<file path="config.mk">
export PLATFORM = sky130hd
export DESIGN_NAME = osc_clk_supervisor
export DESIGN_NICKNAME = d
export VERILOG_FILES = /design/src/rtl/osc_clk_supervisor.sv
export SDC_FILE = /design/constraint.sdc
export NUM_CORES = 1
export LEC_CHECK = 0
export BUFFER_PORTS_ARGS = -buffer_cell sky130_fd_sc_hd__buf_2
export CAP_MARGIN = 20
export CORE_ASPECT_RATIO = 1.75
export CORE_UTILIZATION = 50
export DETAILED_ROUTE_END_ITERATION = 6
export GPL_TIMING_DRIVEN = 0
export PLACE_DENSITY_LB_ADDON = 0.1
export SLEW_MARGIN = 20
export SYNTH_ARGS = -nofsm -noshare
export SYNTH_HDL_FRONTEND = slang
export SYNTH_SLANG_ARGS = --single-unit
</file>
<file path="constraint.sdc">
create_clock -name PCLK -period 2.3 [get_ports PCLK]
set_input_delay 0.115 -clock PCLK [delete_from_list [all_inputs] [get_ports PCLK]]
set_output_delay 0.115 -clock PCLK [all_outputs]
set_load 0.01 [all_outputs]
</file>
<file path="src/rtl/osc_clk_supervisor.sv">
// Crystal oscillator supervisor: measures the crystal against the RC-derived PCLK,
// qualifies it over consecutive good windows and sequences the clock mux select.
module osc_clk_supervisor #(
    parameter int WINDOW       = 1024,
    parameter int MIN_CNT      = 380,
    parameter int MAX_CNT      = 440,
    parameter int GOOD_WINDOWS = 4,
    parameter int SWITCH_HOLD  = 8
) (
    input  logic        PCLK,
    input  logic        PRESETN,
    input  logic        xtl_clk_in,
    input  logic        enable,
    input  logic        force_rc,
    output logic        sel_xtl,
    output logic        xtl_good,
    output logic        xtl_fail_irq,
    output logic [15:0] meas_count,
    output logic [2:0]  state
);

    typedef enum logic [2:0] {
        RC_RUN    = 3'd0,
        QUALIFY   = 3'd1,
        SW_TO_XTL = 3'd2,
        XTL_RUN   = 3'd3,
        SW_TO_RC  = 3'd4,
        FAULT     = 3'd5
    } state_t;

    localparam logic [15:0] WIN_LAST   = 16'(WINDOW - 1);
    localparam logic [15:0] CNT_MIN    = 16'(MIN_CNT);
    localparam logic [15:0] CNT_MAX    = 16'(MAX_CNT);
    localparam logic [3:0]  STREAK_MAX = 4'(GOOD_WINDOWS);
    localparam logic [7:0]  HOLD_LAST  = 8'(SWITCH_HOLD - 1);

    state_t      state_q;
    state_t      state_d;
    logic        sync1;
    logic        sync2;
    logic        sync3;
    logic        xtl_rise;
    logic [15:0] win_cnt;
    logic [15:0] edge_cnt;
    logic [15:0] final_cnt;
    logic [3:0]  streak_q;
    logic [3:0]  streak_d;
    logic [7:0]  hold_cnt;
    logic        win_close;
    logic        win_good;
    logic        bad_close;
    logic        abort;
    logic        hold_done;
    logic        sel_d;
    logic        irq_d;

    assign xtl_rise  = sync2 & ~sync3;
    assign win_close = (win_cnt == WIN_LAST);
    assign final_cnt = (xtl_rise && edge_cnt != 16'hFFFF) ? edge_cnt + 16'd1 : edge_cnt;
    assign win_good  = (final_cnt >= CNT_MIN) && (final_cnt <= CNT_MAX);
    assign bad_close = win_close && !win_good;
    assign abort     = !enable || force_rc;
    assign hold_done = (hold_cnt == HOLD_LAST);
    assign state     = state_q;

    // Measurement runs free in every state; the FSM only observes its close results.
    always_ff @(posedge PCLK or negedge PRESETN) begin
        if (!PRESETN) begin
            sync1      <= 1'b0;
            sync2      <= 1'b0;
            sync3      <= 1'b0;
            win_cnt    <= 16'd0;
            edge_cnt   <= 16'd0;
            meas_count <= 16'd0;
            xtl_good   <= 1'b0;
            streak_q   <= 4'd0;
        end else begin
            sync1    <= xtl_clk_in;
            sync2    <= sync1;
            sync3    <= sync2;
            win_cnt  <= win_close ? 16'd0 : win_cnt + 16'd1;
            streak_q <= streak_d;
            if (win_close) begin
                edge_cnt   <= 16'd0;
                meas_count <= final_cnt;
                xtl_good   <= win_good;
            end else begin
                edge_cnt <= final_cnt;
            end
        end
    end

    always_comb begin
        streak_d = streak_q;
        if (win_close) begin
            if (!win_good)
                streak_d = 4'd0;
            else if (streak_q < STREAK_MAX)
                streak_d = streak_q + 4'd1;
        end
    end

    // Hold counter restarts on every state change so each switch state times from entry.
    always_ff @(posedge PCLK or negedge PRESETN) begin
        if (!PRESETN)
            hold_cnt <= 8'd0;
        else if (state_d != state_q)
            hold_cnt <= 8'd0;
        else if (state_q == SW_TO_XTL || state_q == SW_TO_RC)
            hold_cnt <= hold_cnt + 8'd1;
        else
            hold_cnt <= 8'd0;
    end

    always_ff @(posedge PCLK or negedge PRESETN) begin
        if (!PRESETN) begin
            state_q      <= RC_RUN;
            sel_xtl      <= 1'b0;
            xtl_fail_irq <= 1'b0;
        end else begin
            state_q      <= state_d;
            sel_xtl      <= sel_d;
            xtl_fail_irq <= irq_d;
        end
    end

    always_comb begin
        state_d = state_q;
        case (state_q)
            RC_RUN: begin
                if (!abort) state_d = QUALIFY;
            end
            QUALIFY: begin
                if (abort)                        state_d = RC_RUN;
                else if (streak_d == STREAK_MAX)  state_d = SW_TO_XTL;
            end
            SW_TO_XTL: begin
                if (abort)          state_d = RC_RUN;
                else if (bad_close) state_d = QUALIFY;
                else if (hold_done) state_d = XTL_RUN;
            end
            XTL_RUN: begin
                // A failing crystal outranks a voluntary fallback so the fault is reported.
                if (bad_close)  state_d = FAULT;
                else if (abort) state_d = SW_TO_RC;
            end
            SW_TO_RC: begin
                if (hold_done) state_d = RC_RUN;
            end
            FAULT: begin
                if (!enable) state_d = RC_RUN;
            end
            default: state_d = RC_RUN;
        endcase
    end

    // Select and irq are registered from the next state so they change with the state.
    always_comb begin
        sel_d = (state_d == XTL_RUN);
        irq_d = (state_q == XTL_RUN) && (state_d == FAULT);
    end

endmodule

</file>
==> impl_metrics.tcl, run 1 <==
set metrics [dict create \
    io_pins 27 \
    rsz0062_at_grt "true" \
    hold_path.class "primary input to flop" \
    port_buffers 26 \
    setup_viol 0 \
    cts_buffers 9 \
    synthAdderAreaFrac_pct 1.47 \
    path_clk_slew_ns 0.05 \
    synth_xor_area_share_pct 7.72 \
    clockBufferDepth 2 \
    synth_cells 352 \
    power_per_cell_area_nw_per_um2 729 \
    regArea_um2 1730 \
    drv_cap 0 \
    core-area_um2 6540 \
    overflow 0 \
    diodes 0 \
    drc_errors 0 \
    grt_max_degree 43 \
    crit_path_start_kind "flop" \
    hold_violations 0 \
    antenna_found_initial 0 \
    arrival_ns 2.56 \
    synth_area_um2 3400 \
    synth_compound_area_share_pct 10.8 \
    num_rows 39 \
    dp.cells 461 \
    drt.antenna.violating_nets 0 \
    num_vias 2798 \
    hpwl_um 5060 \
    worst_pin_slew_ns 0.544 \
    fin_area_um2 4280 \
    critPathRequiredTime_ns 2.58 \
    multi_input_area_um2 1740 \
    synth.ff_latch_count 69 \
    synth_fp_nets 361 \
    syn_avg_cell_area_um2 9.67 \
    ys_types 52 \
    grt.total_usage_pct 23.6 \
    nets 419 \
    layout-drive-gt1-share_pct 25.3 \
    synthArstFlopShare_pct 100 \
    cp-end-kind "flop" \
    synth-main-ff-cell "dfrtp_1" \
    post_dp_cell_area_um2 3690 \
    period_share_pct 99.3 \
    routed_wl_um 7810 \
    dieWidth_um 64.4 \
    h-tree-depth 3 \
    cp_slowest_cell "dfrtp_1" \
    setup_tns_ns 0 \
    slew_viol_final 0 \
    period_needed_ns 2.28 \
    die_h_um 111 \
    globalplace.congestion 0.878 \
    grt_pass1_vias 2783 \
    yosys.area_share.simple_pct 25.6 \
    cpLargestDelayFamily "compound AO/OA/AOI/OAI gates" \
    n_fill_cell 546 \
    cts_tree "yes" \
    ys_seq_area_share_pct 50.7 \
    p_leak_nw 2.02 \
    path_max_fanout 7 \
    area_delta_synth_final_pct 25.6 \
    fmax_mhz 438 \
    yosysWarnings 0 \
    path_cells "and4_1 -> buf_6 -> buf_6 -> nand4_1 -> a21oi_2 -> nand4b_1 -> a32o_2 -> a21oi_4 -> and3_4" \
    crit_path_frequent_cell "buf_6" \
    ir_drop_mv 0.483 \
    status "complete, no violations" \
    fin_skew_ns 0.00580 \
    cts_root_buffer "clkbuf_16" \
    critical_path_class "flop to flop" \
    synth.area.mux_share_pct 1.47 \
    grt_pass1_wl_um 12700 \
    max_stage_delay_ns 0.36 \
    clock_sinks 69 \
    drt-vias-per-instance 5.63 \
    slew_headroom_pct 63.2 \
    clock_latency_ns 0.34 \
    drt_pass1_iterations 4 \
    initialDrtViolationCount 166 \
    wire_per_inst_um 15.7 \
    synth_top_family_by_area "simple AND/OR/NAND/NOR gates" \
    synth_edf_count 0 \
    path_buf_inv 2 \
    final_cells 497 \
    dieArea_um2 7150 \
    initial_core_util_pct 52.0 \
]
## kinds of logic (layout without fill, tap and decap cells)
group | after synthesis | after routing
adder cells (fa/ha/maj) | 4 | 4
multiplexers | 5 | 5
AND/OR/NAND/NOR | 169 | 169
AO/OA/AOI/OAI | 57 | 57
buffers and inverters | 18 | 81
flip-flops | 69 | 69
XOR/XNOR | 30 | 30
## worst register-to-register path, delay by kind of cell (launching register included)
family | cells | cell delay (ns)
AND/OR/NAND/NOR | 4 | 0.80
flip-flops | 1 | 0.36
buffers and inverters | 2 | 0.22
AO/OA/AOI/OAI | 3 | 0.84
## power by group
part | internal (mW) | switching (mW)
Clock | 0.848 | 0.482
Combinational | 0.198 | 0.240
Sequential | 1.27 | 0.0736
## area by class of cell
class                   count  area share, %
repair buffers             49           7.58
flip-flops and latches     69           40.6
plain buffers              13           1.64
clock buffers              16           6.82
multi-input cells         265           40.7
well taps                  82           2.40
inverters                   3          0.263
## cells in the final DEF (no fill, tap or decap), types with 3 or more instances in the layout
cell / instances
xnor2_1: 13
nor3_1: 8
inv_1: 3
nand2_1: 43
a21oi_1: 14
buf_2: 26
dfrtp_1: 63
nand3b_1: 3
and4_4: 3
dfrtp_2: 6
nor4_1: 4
nand4_1: 8
o21ai_0: 19
clkbuf_8: 4
and3_1: 7
buf_4: 21
clkbuf_1: 8
xor2_1: 17
mux2i_1: 4
and2_1: 5
nand3_1: 17
nor2b_1: 6
ha_1: 3
clkbuf_2: 5
nor2_1: 35
clkbuf_16: 9
## stage by stage
stage	worst slack, ns	utilization [%]	power, mW	hold slack [ns]
6_report	0.0163	65.4	3.12	0.171
4_1_cts	-0.0170	62.9	3.09	0.142
3_3_place_gp	-0.396	56.1	1.70	0.224
3_5_place_dp	-0.403	56.4	1.71	0.0563
5_1_grt	-0.0652	65.4	3.23	0.194
2_1_floorplan	0.0302	-	1.59	-0.181
## flip-flops by register name, indices dropped and copies added, names as in the netlist
register and cells:
edge_cnt 16, meas_count 16, win_cnt 16, hold_cnt 8, streak_q 4, state 3, sel_xtl 1, sync1 1
sync2 1, sync3 1, xtl_fail_irq 1, xtl_good 1
## Yosys cell counts (2+ instances only)
| cell | number | area share, % |
|---|---|---|
| nor2b_1 | 7 | 1.3 |
| nand3b_1 | 3 | 0.66 |
| and2_1 | 6 | 1.1 |
| nor4_1 | 5 | 0.92 |
| buf_4 | 2 | 0.44 |
| or2_2 | 2 | 0.37 |
| nor4b_1 | 2 | 0.51 |
| dfrtp_1 | 69 | 51 |
| nand2b_1 | 2 | 0.37 |
| and4_1 | 6 | 1.5 |
| xnor2_1 | 13 | 3.3 |
| buf_2 | 2 | 0.29 |
| ha_1 | 4 | 1.5 |
| nor3_1 | 10 | 1.5 |
| clkbuf_1 | 11 | 1.2 |
| xor2_1 | 17 | 4.4 |
| a31oi_1 | 2 | 0.37 |
| mux2i_1 | 5 | 1.5 |
| nand3_1 | 19 | 2.8 |
| nor2_1 | 35 | 3.9 |
| inv_1 | 3 | 0.33 |
| and3_1 | 9 | 1.7 |
| nand4_1 | 8 | 1.5 |
| o21ai_0 | 21 | 3.1 |
| nand2_1 | 43 | 4.7 |
| a21o_1 | 2 | 0.44 |
| a41oi_1 | 3 | 0.77 |
| a21oi_1 | 16 | 2.4 |
| or3_1 | 2 | 0.37 |
## worst paths after layout
check	startpoint	cells after the start	to	slack, ns
max in group asynchronous	PRESETN	3	edge_cnt[8]	1.52
worst min register to register	sync1	0	sync2	0.35
worst max register to register	edge_cnt[11]	9	xtl_fail_irq	0.02
worst max-delay path	edge_cnt[11]	9	xtl_fail_irq	0.02
min in group asynchronous	PRESETN	2	sync2	0.24
worst min-delay path	force_rc	3	sel_xtl	0.17
## layer usage
layer | routed length [µm] | global-route usage [%] | vias to the layer above
met4 | 212 | 12.7 | 0
met2 | 4370 | 41.8 | 42
met1 | 3050 | 24.9 | 1381
li1 | - | - | 1360
met5 | 0 | 0 | -
met3 | 179 | 5.45 | 15
## what timing repair did
item,4_1_cts,5_1_grt
endpoints found under the hold margin,28,0
cloned,0,1
gates resized for setup,17,29
hold buffers,2,0
pin swaps,3,18
setup buffers,9,10
endpoints found under the setup margin,54,48
(Power assumes the default switching activity.)
==> inputs of run 2 (changes only) <==
--- a/config.mk
+++ b/config.mk
@@ -11,6 +11,7 @@
 export CORE_UTILIZATION = 50
 export DETAILED_ROUTE_END_ITERATION = 6
 export GPL_TIMING_DRIVEN = 0
+export MAX_ROUTING_LAYER = met4
 export PLACE_DENSITY_LB_ADDON = 0.1
 export SLEW_MARGIN = 20
 export SYNTH_ARGS = -nofsm -noshare
==> constraint.sdc (replaced) <==
create_clock -name PCLK -period 2.3 [get_ports PCLK]
set_input_delay 0.23 -clock PCLK [delete_from_list [all_inputs] [get_ports PCLK]]
set_output_delay 0.23 -clock PCLK [all_outputs]
set_load 0.01 [all_outputs]
==> run 2 against run 1 <==
Via count about the same. Clock power is essentially flat. Sequential share of layout area unchanged. Critical path depth unchanged. Largest cell class unchanged. Largest power group unchanged.
==> impl_metrics.tcl, run 2 (synthesis gave the netlist of run 1 again) <==
set metrics [dict create \
    status "complete, no violations" \
    final_cells 497 \
    dieArea_um2 7150 \
    io_pins 27 \
    drt.antenna.violating_nets 0 \
    layout-drive-gt1-share_pct 25.3 \
    largestRegisters "edge_cnt x16, meas_count x16, win_cnt x16" \
    path_buf_inv 2 \
    grt_pass1_vias 2790 \
    cpLargestDelayFamily "compound AO/OA/AOI/OAI gates" \
    hold_path.class "primary input to flop" \
    dieWidth_um 64.4 \
    core-area_um2 6540 \
    antenna_found_initial 0 \
    crit_path_start_kind "flop" \
    p_leak_nw 2.02 \
    ir_drop_mv 0.490 \
    setup_tns_ns 0 \
    port_buffers 26 \
    final_util_pct 65.4 \
    drt-vias-per-instance 5.63 \
    mostFrequentLayoutCells "dfrtp_1 (63), nand2_1 (43), nor2_1 (35)" \
    cts_root_buffer "clkbuf_16" \
    routed_wl_um 7820 \
    slew_viol_final 0 \
    cp-end-kind "flop" \
    path_max_fanout 7 \
    cp_slowest_cell "dfrtp_1" \
    power_per_cell_area_nw_per_um2 728 \
    critPathRequiredTime_ns 2.57 \
    hpwl_um 5060 \
    slew_headroom_pct 62.8 \
    setup_ws_ns 0.0262 \
    grt_max_degree 43 \
    n_fill_cell 546 \
    initial_core_util_pct 52.0 \
    worst_pin_slew_ns 0.551 \
    dp_slack_ns -0.403 \
    overflow 0 \
    period_share_pct 98.9 \
    arrival_ns 2.55 \
    globalplace.congestion 0.893 \
    critical_path_class "flop to flop" \
    crit_path_frequent_cell "buf_6" \
    initialDrtViolationCount 183 \
    drc_errors 0 \
    path_cells "and4_1 -> buf_6 -> buf_6 -> nand4_1 -> a21oi_2 -> nand4b_1 -> a32o_2 -> a21oi_4 -> and3_4" \
    num_rows 39 \
    num_vias 2800 \
    nets 419 \
    cts_tree "yes" \
    grt.total_usage_pct 24.2 \
    area_delta_synth_final_pct 25.6 \
    cts_buffers 9 \
    wire_per_inst_um 15.7 \
    path_clk_slew_ns 0.05 \
    fmax_mhz 440 \
    die_h_um 111 \
    clock_sinks 69 \
    mostFrequentLayoutCell "dfrtp_1" \
    max_stage_delay_ns 0.35 \
    clockBufferDepth 2 \
    clock_latency_ns 0.33 \
    h-tree-depth 3 \
    dp.cells 461 \
    drv_cap 0 \
    setup_viol 0 \
    drt_pass1_iterations 4 \
    fin_skew_ns 0.00306 \
    grt_pass1_wl_um 12700 \
    diodes 0 \
    rsz0062_at_grt "true" \
    hold_violations 0 \
    period_needed_ns 2.27 \
]
run 2: path summary, 6_finish.rpt:
check                             start           end  slack, ns  depth (start not counted)
hold reg to reg                   sync1         sync2       0.35                          0
max in group asynchronous       PRESETN   edge_cnt[8]       1.39                          3
min in group asynchronous       PRESETN         sync2       0.35                          2
setup / recovery           edge_cnt[11]  xtl_fail_irq       0.03                          9
setup reg to reg           edge_cnt[11]  xtl_fail_irq       0.03                          9
hold / removal                 force_rc       sel_xtl       0.29                          3
run 2: area by class of cell:
type	count	area (µm²)	area share, %
Timing Repair Buffer	49	324	7.58
Buffer	13	70.1	1.64
Clock buffer	16	292	6.82
Sequential cell	69	1730	40.6
Inverter	3	11.3	0.263
Multi-Input combinational cell	265	1740	40.7
Tap cell	82	103	2.40
run 2: what timing repair did:
item                                   CTS  global route
gates cloned                             0             1
buffers inserted                         9            10
endpoints found under the hold margin   28             0
pin swaps                                3            17
hold buffers                             2             0
gates resized for setup                 17            29
setup endpoints to repair               54            48
run 2: through the flow:
stage	instance area, µm²	hold WS, ns	power, mW
3_3_place_gp	3670	0.332	1.70
3_5_place_dp	3690	0.171	1.71
5_1_grt	4280	0.309	3.23
2_1_floorplan	3430	-0.0656	1.59
6_report	4280	0.291	3.11
4_1_cts	4120	0.257	3.09
run 2: report_power, final:
group          switching [mW]  leakage, nW  internal, mW
sequential             0.0743        0.922          1.27
clock                   0.479        0.143         0.848
combinational           0.239        0.956         0.198
run 2: worst min-delay path, stage by stage:
cell and delay, ns:
buf_2 0.08, nand2b_1 0.20, nor4_1 0.07
run 2: metal layers:
metal / share of wire, % / track usage [%] / vias up
li1: - / - / 1362
met5: 0 / - / -
met4: 3.0 / 12.7 / 0
met3: 2.1 / 5.45 / 18
met2: 56 / 41.6 / 41
met1: 39 / 25.1 / 1379
